==> src/rtl/traffic_countdown_display.sv <==
// Two-digit BCD countdown of the current traffic-light phase, with sticky illegal-combination fault.
// Optional 7-segment decode is built when COUNTDOWN_SEG_EN is defined.
module traffic_countdown_display #(
    parameter int unsigned RED_SEC   = 30,
    parameter int unsigned RY_SEC    = 3,
    parameter int unsigned GRN_SEC   = 30,
    parameter int unsigned YEL_SEC   = 3,
    parameter int unsigned WARN_SEC  = 3,
    parameter int unsigned FAULT_CYC = 2
) (
    input  logic       clk,
    input  logic       rst,
    input  logic       red,
    input  logic       yellow,
    input  logic       green,
    output logic [3:0] tens,
    output logic [3:0] ones,
    output logic [6:0] seg_tens,
    output logic [6:0] seg_ones,
    output logic       blank,
    output logic       warn,
    output logic       fault
);

    generate
        if (RED_SEC > 99 || RY_SEC > 99 || GRN_SEC > 99 || YEL_SEC > 99 || WARN_SEC > 99) begin : g_bad_sec
            $error("traffic_countdown_display: phase/warn seconds must be 0..99");
        end
        if (FAULT_CYC < 1) begin : g_bad_fault
            $error("traffic_countdown_display: FAULT_CYC must be >= 1");
        end
    endgenerate

    typedef enum logic [2:0] {
        PH_OFF,
        PH_RED,
        PH_RY,
        PH_GRN,
        PH_YEL,
        PH_FAULT
    } phase_t;

    localparam int unsigned FW = (FAULT_CYC < 2) ? 1 : $clog2(FAULT_CYC + 1);
    localparam logic [FW-1:0] FCNT_LIM = FW'(FAULT_CYC);
    localparam logic [6:0]    WARN_V   = 7'(WARN_SEC);

    localparam logic [3:0] RED_T = 4'(RED_SEC / 10);
    localparam logic [3:0] RED_O = 4'(RED_SEC % 10);
    localparam logic [3:0] RY_T  = 4'(RY_SEC / 10);
    localparam logic [3:0] RY_O  = 4'(RY_SEC % 10);
    localparam logic [3:0] GRN_T = 4'(GRN_SEC / 10);
    localparam logic [3:0] GRN_O = 4'(GRN_SEC % 10);
    localparam logic [3:0] YEL_T = 4'(YEL_SEC / 10);
    localparam logic [3:0] YEL_O = 4'(YEL_SEC % 10);

    phase_t        phase_q, phase_d;
    logic [2:0]    lights_q, lights_d;
    logic [FW-1:0] fcnt_q, fcnt_d, fcnt_inc;
    logic [3:0]    tens_d, ones_d, dec_tens, dec_ones;
    logic          blank_d, warn_d, fault_d;
    logic          in_legal;
    phase_t        in_phase;
    logic [6:0]    count_val;

    // Input decode
    always_comb begin
        lights_d = {red, yellow, green};
        in_legal = 1'b1;
        in_phase = PH_OFF;
        case (lights_d)
            3'b000:  in_phase = PH_OFF;
            3'b100:  in_phase = PH_RED;
            3'b110:  in_phase = PH_RY;
            3'b001:  in_phase = PH_GRN;
            3'b010:  in_phase = PH_YEL;
            default: in_legal = 1'b0;
        endcase
    end

    // Saturating BCD decrement
    always_comb begin
        dec_tens = tens;
        dec_ones = ones;
        if (ones != 4'd0) begin
            dec_ones = ones - 4'd1;
        end else if (tens != 4'd0) begin
            dec_tens = tens - 4'd1;
            dec_ones = 4'd9;
        end
    end

    assign fcnt_inc = fcnt_q + 1'b1;

    // Next phase / count. Reload also requires a phase change, so returning to
    // the same phase after a short illegal glitch keeps counting down.
    always_comb begin
        phase_d = phase_q;
        tens_d  = dec_tens;
        ones_d  = dec_ones;
        fcnt_d  = fcnt_q;
        if (phase_q == PH_FAULT) begin
            tens_d = 4'd0;
            ones_d = 4'd0;
        end else if (!in_legal) begin
            if (fcnt_inc >= FCNT_LIM) begin
                phase_d = PH_FAULT;
                tens_d  = 4'd0;
                ones_d  = 4'd0;
            end else begin
                fcnt_d = fcnt_inc;
            end
        end else begin
            fcnt_d = '0;
            if (lights_d != lights_q && in_phase != phase_q) begin
                phase_d = in_phase;
                case (in_phase)
                    PH_RED:  begin tens_d = RED_T; ones_d = RED_O; end
                    PH_RY:   begin tens_d = RY_T;  ones_d = RY_O;  end
                    PH_GRN:  begin tens_d = GRN_T; ones_d = GRN_O; end
                    PH_YEL:  begin tens_d = YEL_T; ones_d = YEL_O; end
                    default: begin tens_d = 4'd0;  ones_d = 4'd0;  end
                endcase
            end
        end
    end

    always_comb begin
        count_val = {3'b000, tens_d} * 7'd10 + {3'b000, ones_d};
        blank_d   = (phase_d == PH_OFF) || (phase_d == PH_FAULT);
        fault_d   = (phase_d == PH_FAULT);
        warn_d    = !blank_d && (count_val <= WARN_V);
    end

    always_ff @(posedge clk or negedge rst) begin
        if (!rst) begin
            phase_q  <= PH_OFF;
            lights_q <= '0;
            fcnt_q   <= '0;
            tens     <= '0;
            ones     <= '0;
            blank    <= 1'b1;
            warn     <= 1'b0;
            fault    <= 1'b0;
        end else begin
            phase_q  <= phase_d;
            lights_q <= lights_d;
            fcnt_q   <= fcnt_d;
            tens     <= tens_d;
            ones     <= ones_d;
            blank    <= blank_d;
            warn     <= warn_d;
            fault    <= fault_d;
        end
    end

`ifdef COUNTDOWN_SEG_EN
    function automatic logic [6:0] seg7(input logic [3:0] d);
        logic [6:0] s;
        case (d)
            4'd0:    s = 7'h3F;
            4'd1:    s = 7'h06;
            4'd2:    s = 7'h5B;
            4'd3:    s = 7'h4F;
            4'd4:    s = 7'h66;
            4'd5:    s = 7'h6D;
            4'd6:    s = 7'h7D;
            4'd7:    s = 7'h07;
            4'd8:    s = 7'h7F;
            4'd9:    s = 7'h6F;
            default: s = 7'h00;
        endcase
        return s;
    endfunction

    // Tens digit dark when zero to suppress the leading zero
    always_ff @(posedge clk or negedge rst) begin
        if (!rst) begin
            seg_tens <= '0;
            seg_ones <= '0;
        end else begin
            seg_tens <= (blank_d || tens_d == 4'd0) ? 7'h00 : seg7(tens_d);
            seg_ones <= blank_d ? 7'h00 : seg7(ones_d);
        end
    end
`else
    assign seg_tens = 7'h00;
    assign seg_ones = 7'h00;
`endif

endmodule

==> config.mk <==
export PLATFORM = sky130hd
export DESIGN_NAME = traffic_countdown_display
export DESIGN_NICKNAME = d
export VERILOG_FILES = /design/src/rtl/traffic_countdown_display.sv
export SDC_FILE = /design/constraint.sdc
export NUM_CORES = 1
export LEC_CHECK = 0
export CORE_ASPECT_RATIO = 1.25
export CORE_MARGIN = 1
export CORE_UTILIZATION = 51
export DETAILED_ROUTE_END_ITERATION = 8
export GPL_ROUTABILITY_DRIVEN = 0
export GPL_TIMING_DRIVEN = 0
export PLACE_DENSITY = 0.84
export SLEW_MARGIN = 10
export SYNTH_ARGS = -nofsm -noshare
export SYNTH_HDL_FRONTEND = slang
export SYNTH_SLANG_ARGS = --single-unit
==> constraint.sdc <==
create_clock -name clk -period 5.2 [get_ports clk]
set_clock_uncertainty 0.15 [all_clocks]
set_input_delay 0.78 -clock clk [delete_from_list [all_inputs] [get_ports clk]]
set_output_delay 0.78 -clock clk [all_outputs]
set_load 0.01 [all_outputs]
==> results.md, run 1 <==
* Run status: completed
* FMAX at 214 MHz
* Maximum net fanout on the critical path at 10
* Gate count after technology mapping at 163
* Critical R2R Launch: lights_q[2]
* Max-cap viol count at 0
* Area of the die at 3130 um2
* CP Buf/Inv Count at 3
* Top FF cell, synth: sky130_fd_sc_hd__dfrtp_1
* GRT Residual Overflow at 0
* Routed wire length at 3080 um
* Slowest Stage Delay on Critical Path at 570 ps
* Worst setup startpoint: yellow
* Minimum clock period at 4670 ps
* Crit path capture type: register
* Maximum clock insertion buffer count at 2
* Standard cell core area at 2710 um2
* Total CTS buffers at 3
* Crit-path cells: clkdlybuf4s50_1, buf_2, o21ai_2, o211ai_1, or2_1, or3_1, buf_6, o211ai_1, and3_1, ha_1, ha_1, fa_1, nand2_1, nor2_1, xnor2_1, and3_1, nor4_2
* Number of synthesized flops with an enable pin at 0
* Root buf cell: sky130_fd_sc_hd__clkbuf_4
* Worst relative slew slack at 43.4%
* Cell class contributing the biggest share of worst-path delay: simple AND/OR/NAND/NOR gates
* Reg-to-reg endpoint: warn
* Worst Hold Launch: fcnt_q[0]
* Number of nets in the layout at 212
* Share of cells above drive strength 1 at 15.4%
* Height of the die at 62.3 um
* Top-Level Pins at 30
* Commonest non-fill, non-tap cell in the layout: sky130_fd_sc_hd__dfrtp_1
* Die extent in x at 50.2 um
* Clock latency on the worst-skew pair at 300 ps
* Most frequent cells in the layout: sky130_fd_sc_hd__dfrtp_1 (18), sky130_fd_sc_hd__clkdlybuf4s50_1 (15), sky130_fd_sc_hd__nor2_1 (14), sky130_fd_sc_hd__buf_4 (14), sky130_fd_sc_hd__conb_1 (14)
* Fin. Hold Viols at 0
* Worst endpoint required time at 5250 ps
* Reg clk slew, reported paths at 110 ps
* Worst Hold Path Cells at 1
* Setup repair bufs after CTS at 0
* Unrepaired setup endpoints after global routing: no
* Global-route wire length before repair at 5330 um
* Slowest cell on the critical path: sky130_fd_sc_hd__fa_1
* Pre-antenna DRT Iters at 4
* Residual DRC at 0
* Proportion of synthesized chip area in sequential cells at 32.2%
* Highest ir drop seen on vdd at 0.000249 V
* Leading cell types by total area after synthesis: sky130_fd_sc_hd__dfrtp_1 (30%), sky130_fd_sc_hd__ha_1 (7.6%), sky130_fd_sc_hd__buf_4 (7.1%)
* Type of the setup path with the least slack: in2reg
* Count of routing violations after the opening detailed-route iteration at 24
* Total negative slack at 0 ps
* Post-Syn Area at 1480 um2
* Count of state elements after synthesis at 19
* Arr. time, crit path at 4720 ps
* Hold Crit Endpoint: fcnt_q[0]
* Effective utilization at floorplan at 54.7%
* Library cell occupying the most area in the post-synthesis netlist: sky130_fd_sc_hd__dfrtp_1
* Count of port buffers added during placement at 15
* Storage element area at 477 um2
* Placement Rows at 21
* Post-CTS resize count at 0
* Area delta synth->final at 18.1%
* Total power per unit cell area at 482 nW/um2
* Post-layout instance count excluding filler cells at 229
* Worst Reg-to-Reg Cells at 15
* Post-synth ARST share at 100%
* H-tree lvl count at 1
* Area taken by multi-input logic gates at 878 um2
* Antenna violations before repair at 0
* Fraction of the cycle the final worst path needs at 89.8%
* Class of the tightest hold or removal check: reg2reg
* Leakage power of the design at 0.820 nW
* Worst R2R Setup Slack at 1160 ps
* Quantity of hold-fixing buffers added after cts at 0
* Post-DP HPWL at 2410 um
* Maximum number of pins on one net before global-route repair at 20
* Ant. Diodes at 0
* Via count of the first global-routing pass at 1248
* Number of fillers in the final layout at 211
* Clock tree from TritonCTS: done
* Synth top area share at 30.4%
* Library cells used by synthesis at 52
* Count of antenna-violating nets left after detailed routing at 0
* Number of pins with negative max-slew slack in the final report at 0
* Count of warnings emitted by yosys at 0
* Count of placed standard cells including taps at 225
* Aggregate global-route resource usage at 21.3%
* Wirelength per Cell at 13.5 um
* Slew of the pin with the lowest slew margin at 847 ps
* # clock sinks at 19
* Worst Setup Start Kind: input port
* Number of vias in the routed layout at 1247
* Average via count per standard cell at 5.45
* Syn_area_per_cell at 9.09 um2
* Final Setup Violations at 0
-- area by class of cell --
class | count | area share, %
buffer | 20 | 8.30
clock buffer | 4 | 1.50
inverter | 8 | 1.72
multi-input combinational | 129 | 50.2
sequential | 19 | 27.3
tap | 34 | 2.43
timing repair buffer | 15 | 8.58
-- kinds of logic after synthesis --
logic type,Yosys count,share of synthesized area (%)
simple gates,62,23.0
compound gates,32,16.3
buf+inv,28,11.8
flops,19,32.2
fa+ha+maj,11,10.3
xor+xnor,8,4.73
mux,2,1.44
other cells,1,0.253
-- registers in the layout, summed over array words and instances (netlist names) --
register,cells
tens,4
fcnt_q,2
blank,1
fault,1
ones,4
warn,1
phase_q,3
lights_q,3
-- cells in the mapped netlist (2+ instances only) --
library cell	instances
sky130_fd_sc_hd__o21ai_0	2
sky130_fd_sc_hd__a211oi_1	4
sky130_fd_sc_hd__buf_6	2
sky130_fd_sc_hd__nand3_1	6
sky130_fd_sc_hd__nor3_1	4
sky130_fd_sc_hd__or2_1	2
sky130_fd_sc_hd__buf_2	2
sky130_fd_sc_hd__dfrtp_1	18
sky130_fd_sc_hd__nand2_1	12
sky130_fd_sc_hd__inv_1	7
sky130_fd_sc_hd__and2_1	3
sky130_fd_sc_hd__nor2b_1	2
sky130_fd_sc_hd__o31ai_1	3
sky130_fd_sc_hd__nor2_1	14
sky130_fd_sc_hd__clkbuf_1	2
sky130_fd_sc_hd__ha_1	9
sky130_fd_sc_hd__a21o_1	3
sky130_fd_sc_hd__and3_1	3
sky130_fd_sc_hd__or3_1	4
sky130_fd_sc_hd__a21oi_1	8
sky130_fd_sc_hd__o211ai_1	2
sky130_fd_sc_hd__fa_1	2
sky130_fd_sc_hd__xor2_1	4
sky130_fd_sc_hd__xnor2_1	4
sky130_fd_sc_hd__buf_4	14
-- where the power goes --
part,switching [mW],internal [mW]
Combinational,0.294,0.234
Sequential,0.0423,0.197
Clock,0.0456,0.0298
-- worst max path at each step --
| stage | slack (ps) | endpoint | cells after the start |
|---|---|---|---|
| 6_report | 530 | warn | 17 |
| 5_1_grt | 260 | warn | 17 |
| 4_1_cts | 520 | warn | 17 |
| 3_5_place_dp | 250 | warn | 16 |
| 3_3_place_gp | 350 | warn | 17 |
| 2_1_floorplan | 1030 | warn | 16 |
-- metrics by stage --
stage / hold WS, ps / utilization, % / total power, mW / area, um2 / setup WS (ps)
after global placement: 354 / 63.7 / 0.733 / 1720 / 353
after floorplan: 334 / - / 0.600 / 1530 / 1030
after detailed placement: 366 / 63.7 / 0.764 / 1720 / 250
final: 389 / 64.6 / 0.843 / 1750 / 529
after CTS: 393 / 64.6 / 0.839 / 1750 / 521
after global routing: 418 / 64.6 / 0.914 / 1750 / 257
-- layer usage --
metal | vias up | wire, um | global-route usage (%)
li1 | 612 | - | -
met3 | 4 | 110 | 1.47
met1 | 590 | 1220 | 24.0
met5 | - | 0 | 0
met2 | 41 | 1710 | 41.3
met4 | 0 | 40 | 5.00
(Power assumes the default switching activity.)
==> inputs of run 2 (changes only) <==
--- a/config.mk
+++ b/config.mk
@@ -12,6 +12,7 @@
 export GPL_ROUTABILITY_DRIVEN = 0
 export GPL_TIMING_DRIVEN = 0
 export PLACE_DENSITY = 0.84
+export REMOVE_ABC_BUFFERS = 1
 export SLEW_MARGIN = 10
 export SYNTH_ARGS = -nofsm -noshare
 export SYNTH_HDL_FRONTEND = slang
==> results.md, run 2 (same netlist as run 1, synthesis figures left out) <==
* Total negative slack at 0 ps
* Reg-to-reg endpoint: warn
* Worst Reg-to-Reg Cells at 14
* Worst R2R Setup Slack at 1210 ps
* Count of antenna-violating nets left after detailed routing at 0
* H-tree lvl count at 1
* Maximum net fanout on the critical path at 11
* Total power draw at 0.826 mW
* Total CTS buffers at 3
* Leakage power of the design at 0.743 nW
* Max-cap viol count at 0
* FMAX at 213 MHz
* GRT Residual Overflow at 0
* Final Setup Violations at 0
* Number of pins with negative max-slew slack in the final report at 0
* Number of nets in the layout at 192
* Setup repair bufs after CTS at 0
* # clock sinks at 19
* Wirelength per Cell at 14.4 um
* Maximum number of pins on one net before global-route repair at 20
* Utilization after layout at 59.7%
* Standard cell core area at 2710 um2
* Area of the die at 3130 um2
* Unrepaired setup endpoints after global routing: no
* Reg clk slew, reported paths at 120 ps
* Aggregate global-route resource usage at 21.3%
* Via count of the first global-routing pass at 1169
* Post-DP HPWL at 2340 um
* Worst setup startpoint: green
* Effective utilization at floorplan at 54.7%
* Critical R2R Launch: lights_q[2]
* Class of the tightest hold or removal check: reg2reg
* Minimum clock period at 4710 ps
* Biggest registers after layout: ones: 4 flops, tens: 4 flops
* Clock latency on the worst-skew pair at 300 ps
* Clock tree from TritonCTS: done
* Average via count per standard cell at 5.75
* Pre-antenna DRT Iters at 4
* Highest ir drop seen on vdd at 0.000284 V
* Count of routing violations after the opening detailed-route iteration at 10
* Global-route wire length before repair at 5310 um
* Worst endpoint required time at 5260 ps
* Slowest Stage Delay on Critical Path at 600 ps
* Area delta synth->final at 9.04%
* Top-Level Pins at 30
* Maximum clock insertion buffer count at 2
* Crit-path cells: clkdlybuf4s50_1, or3_4, a2111oi_4, or2_1, or3_4, o211ai_1, and3_1, ha_1, ha_1, fa_1, xor2_1, nand2_1, o21ai_0, nand3_1, nor4_2
* Fraction of the cycle the final worst path needs at 90.5%
* Routed wire length at 3010 um
* Worst Hold Path Cells at 1
* Placement Rows at 21
* Height of the die at 62.3 um
* Worst relative slew slack at 41.6%
* Share of cells above drive strength 1 at 8.00%
* Hold Crit Endpoint: fcnt_q[0]
* Root buf cell: sky130_fd_sc_hd__clkbuf_4
* Die extent in x at 50.2 um
* Commonest non-fill, non-tap cell in the layout: sky130_fd_sc_hd__dfrtp_1
* Number of vias in the routed layout at 1202
* Arr. time, crit path at 4770 ps
* Slew of the pin with the lowest slew margin at 873 ps
* Slowest cell on the critical path: sky130_fd_sc_hd__clkdlybuf4s50_1
* Crit path capture type: register
* Count of port buffers added during placement at 15
* Type of the setup path with the least slack: in2reg
* Final-layout worst hold slack at 386 ps
* Ant. Diodes at 0
* Worst Hold Launch: fcnt_q[0]
* Worst Setup Start Kind: input port
* Post-route design area at 1620 um2
* Fin. Hold Viols at 0
* Antenna violations before repair at 0
* Run status: completed
* Most frequent cells in the layout: sky130_fd_sc_hd__dfrtp_1 (18), sky130_fd_sc_hd__nor2_1 (14), sky130_fd_sc_hd__conb_1 (14), sky130_fd_sc_hd__clkdlybuf4s50_1 (13), sky130_fd_sc_hd__nand2_1 (12)
* Residual DRC at 0
* Placed instance area at 1580 um2
* Total power per unit cell area at 512 nW/um2
-- run 2: changes by cell type in the layout (fill, tap and decap cells not counted), sizes merged --
| cell | delta |
|---|---|
| buf | -18 |
| clkbuf | -3 |
| clkdlybuf4s50 | -2 |
| dlymetal6s2s | +2 |
| clkinv | +1 |
-- run 2: worst max-delay path: cells and delay by family --
family / cells / cell delay (ps)
AND/OR/NAND/NOR: 7 / 1460
buffers and inverters: 1 / 600
adder cells (fa/ha/maj): 3 / 1090
XOR/XNOR: 1 / 180
AO/OA/AOI/OAI: 3 / 650
-- run 2: repair_timing --
item | in CTS | in global routing
hold buffers | 0 | 0
setup endpoints to repair | 0 | 1
endpoints found under the hold margin | 0 | 0
resized for setup | 0 | 3
-- run 2: per-layer routing --
layer | vias up | share of wire (%) | GRT usage [%] | wire length, um
li1 | 569 | - | - | -
met1 | 597 | 41 | 25.4 | 1230
met2 | 34 | 55 | 38.5 | 1650
met3 | 2 | 3.5 | 2.70 | 104
met4 | 0 | 0.73 | 6.07 | 22
met5 | - | 0 | 0 | 0
-- run 2: how the worst max path moves through the flow --
stage | end | slack, ps
global route | warn | 220
detailed placement | warn | -30
global placement | warn | 60
floorplan | warn | 1090
CTS | warn | 240
finish | warn | 490
-- run 2: cell type report --
| type | instances | area [um2] |
|---|---|---|
| clock buffer | 3 | 22.5 |
| clock inverter | 1 | 5.00 |
| fill | 228 | 1090 |
| inverter | 8 | 30.0 |
| multi-input combinational | 129 | 883 |
| sequential | 19 | 477 |
| tap | 34 | 42.5 |
| timing repair buffer | 15 | 155 |
-- run 2: metrics by stage --
step | setup WS, ps | instances
floorplan | 1090 | 156
detailed placement | -33.1 | 205
global route | 215 | 209
finish | 494 | 209
global placement | 58.7 | 205
CTS | 242 | 209
-- run 2: power by group --
group	internal, mW	switching (mW)
Clock	0.0286	0.0484
Combinational	0.218	0.282
Sequential	0.197	0.0513
Total	0.444	0.382
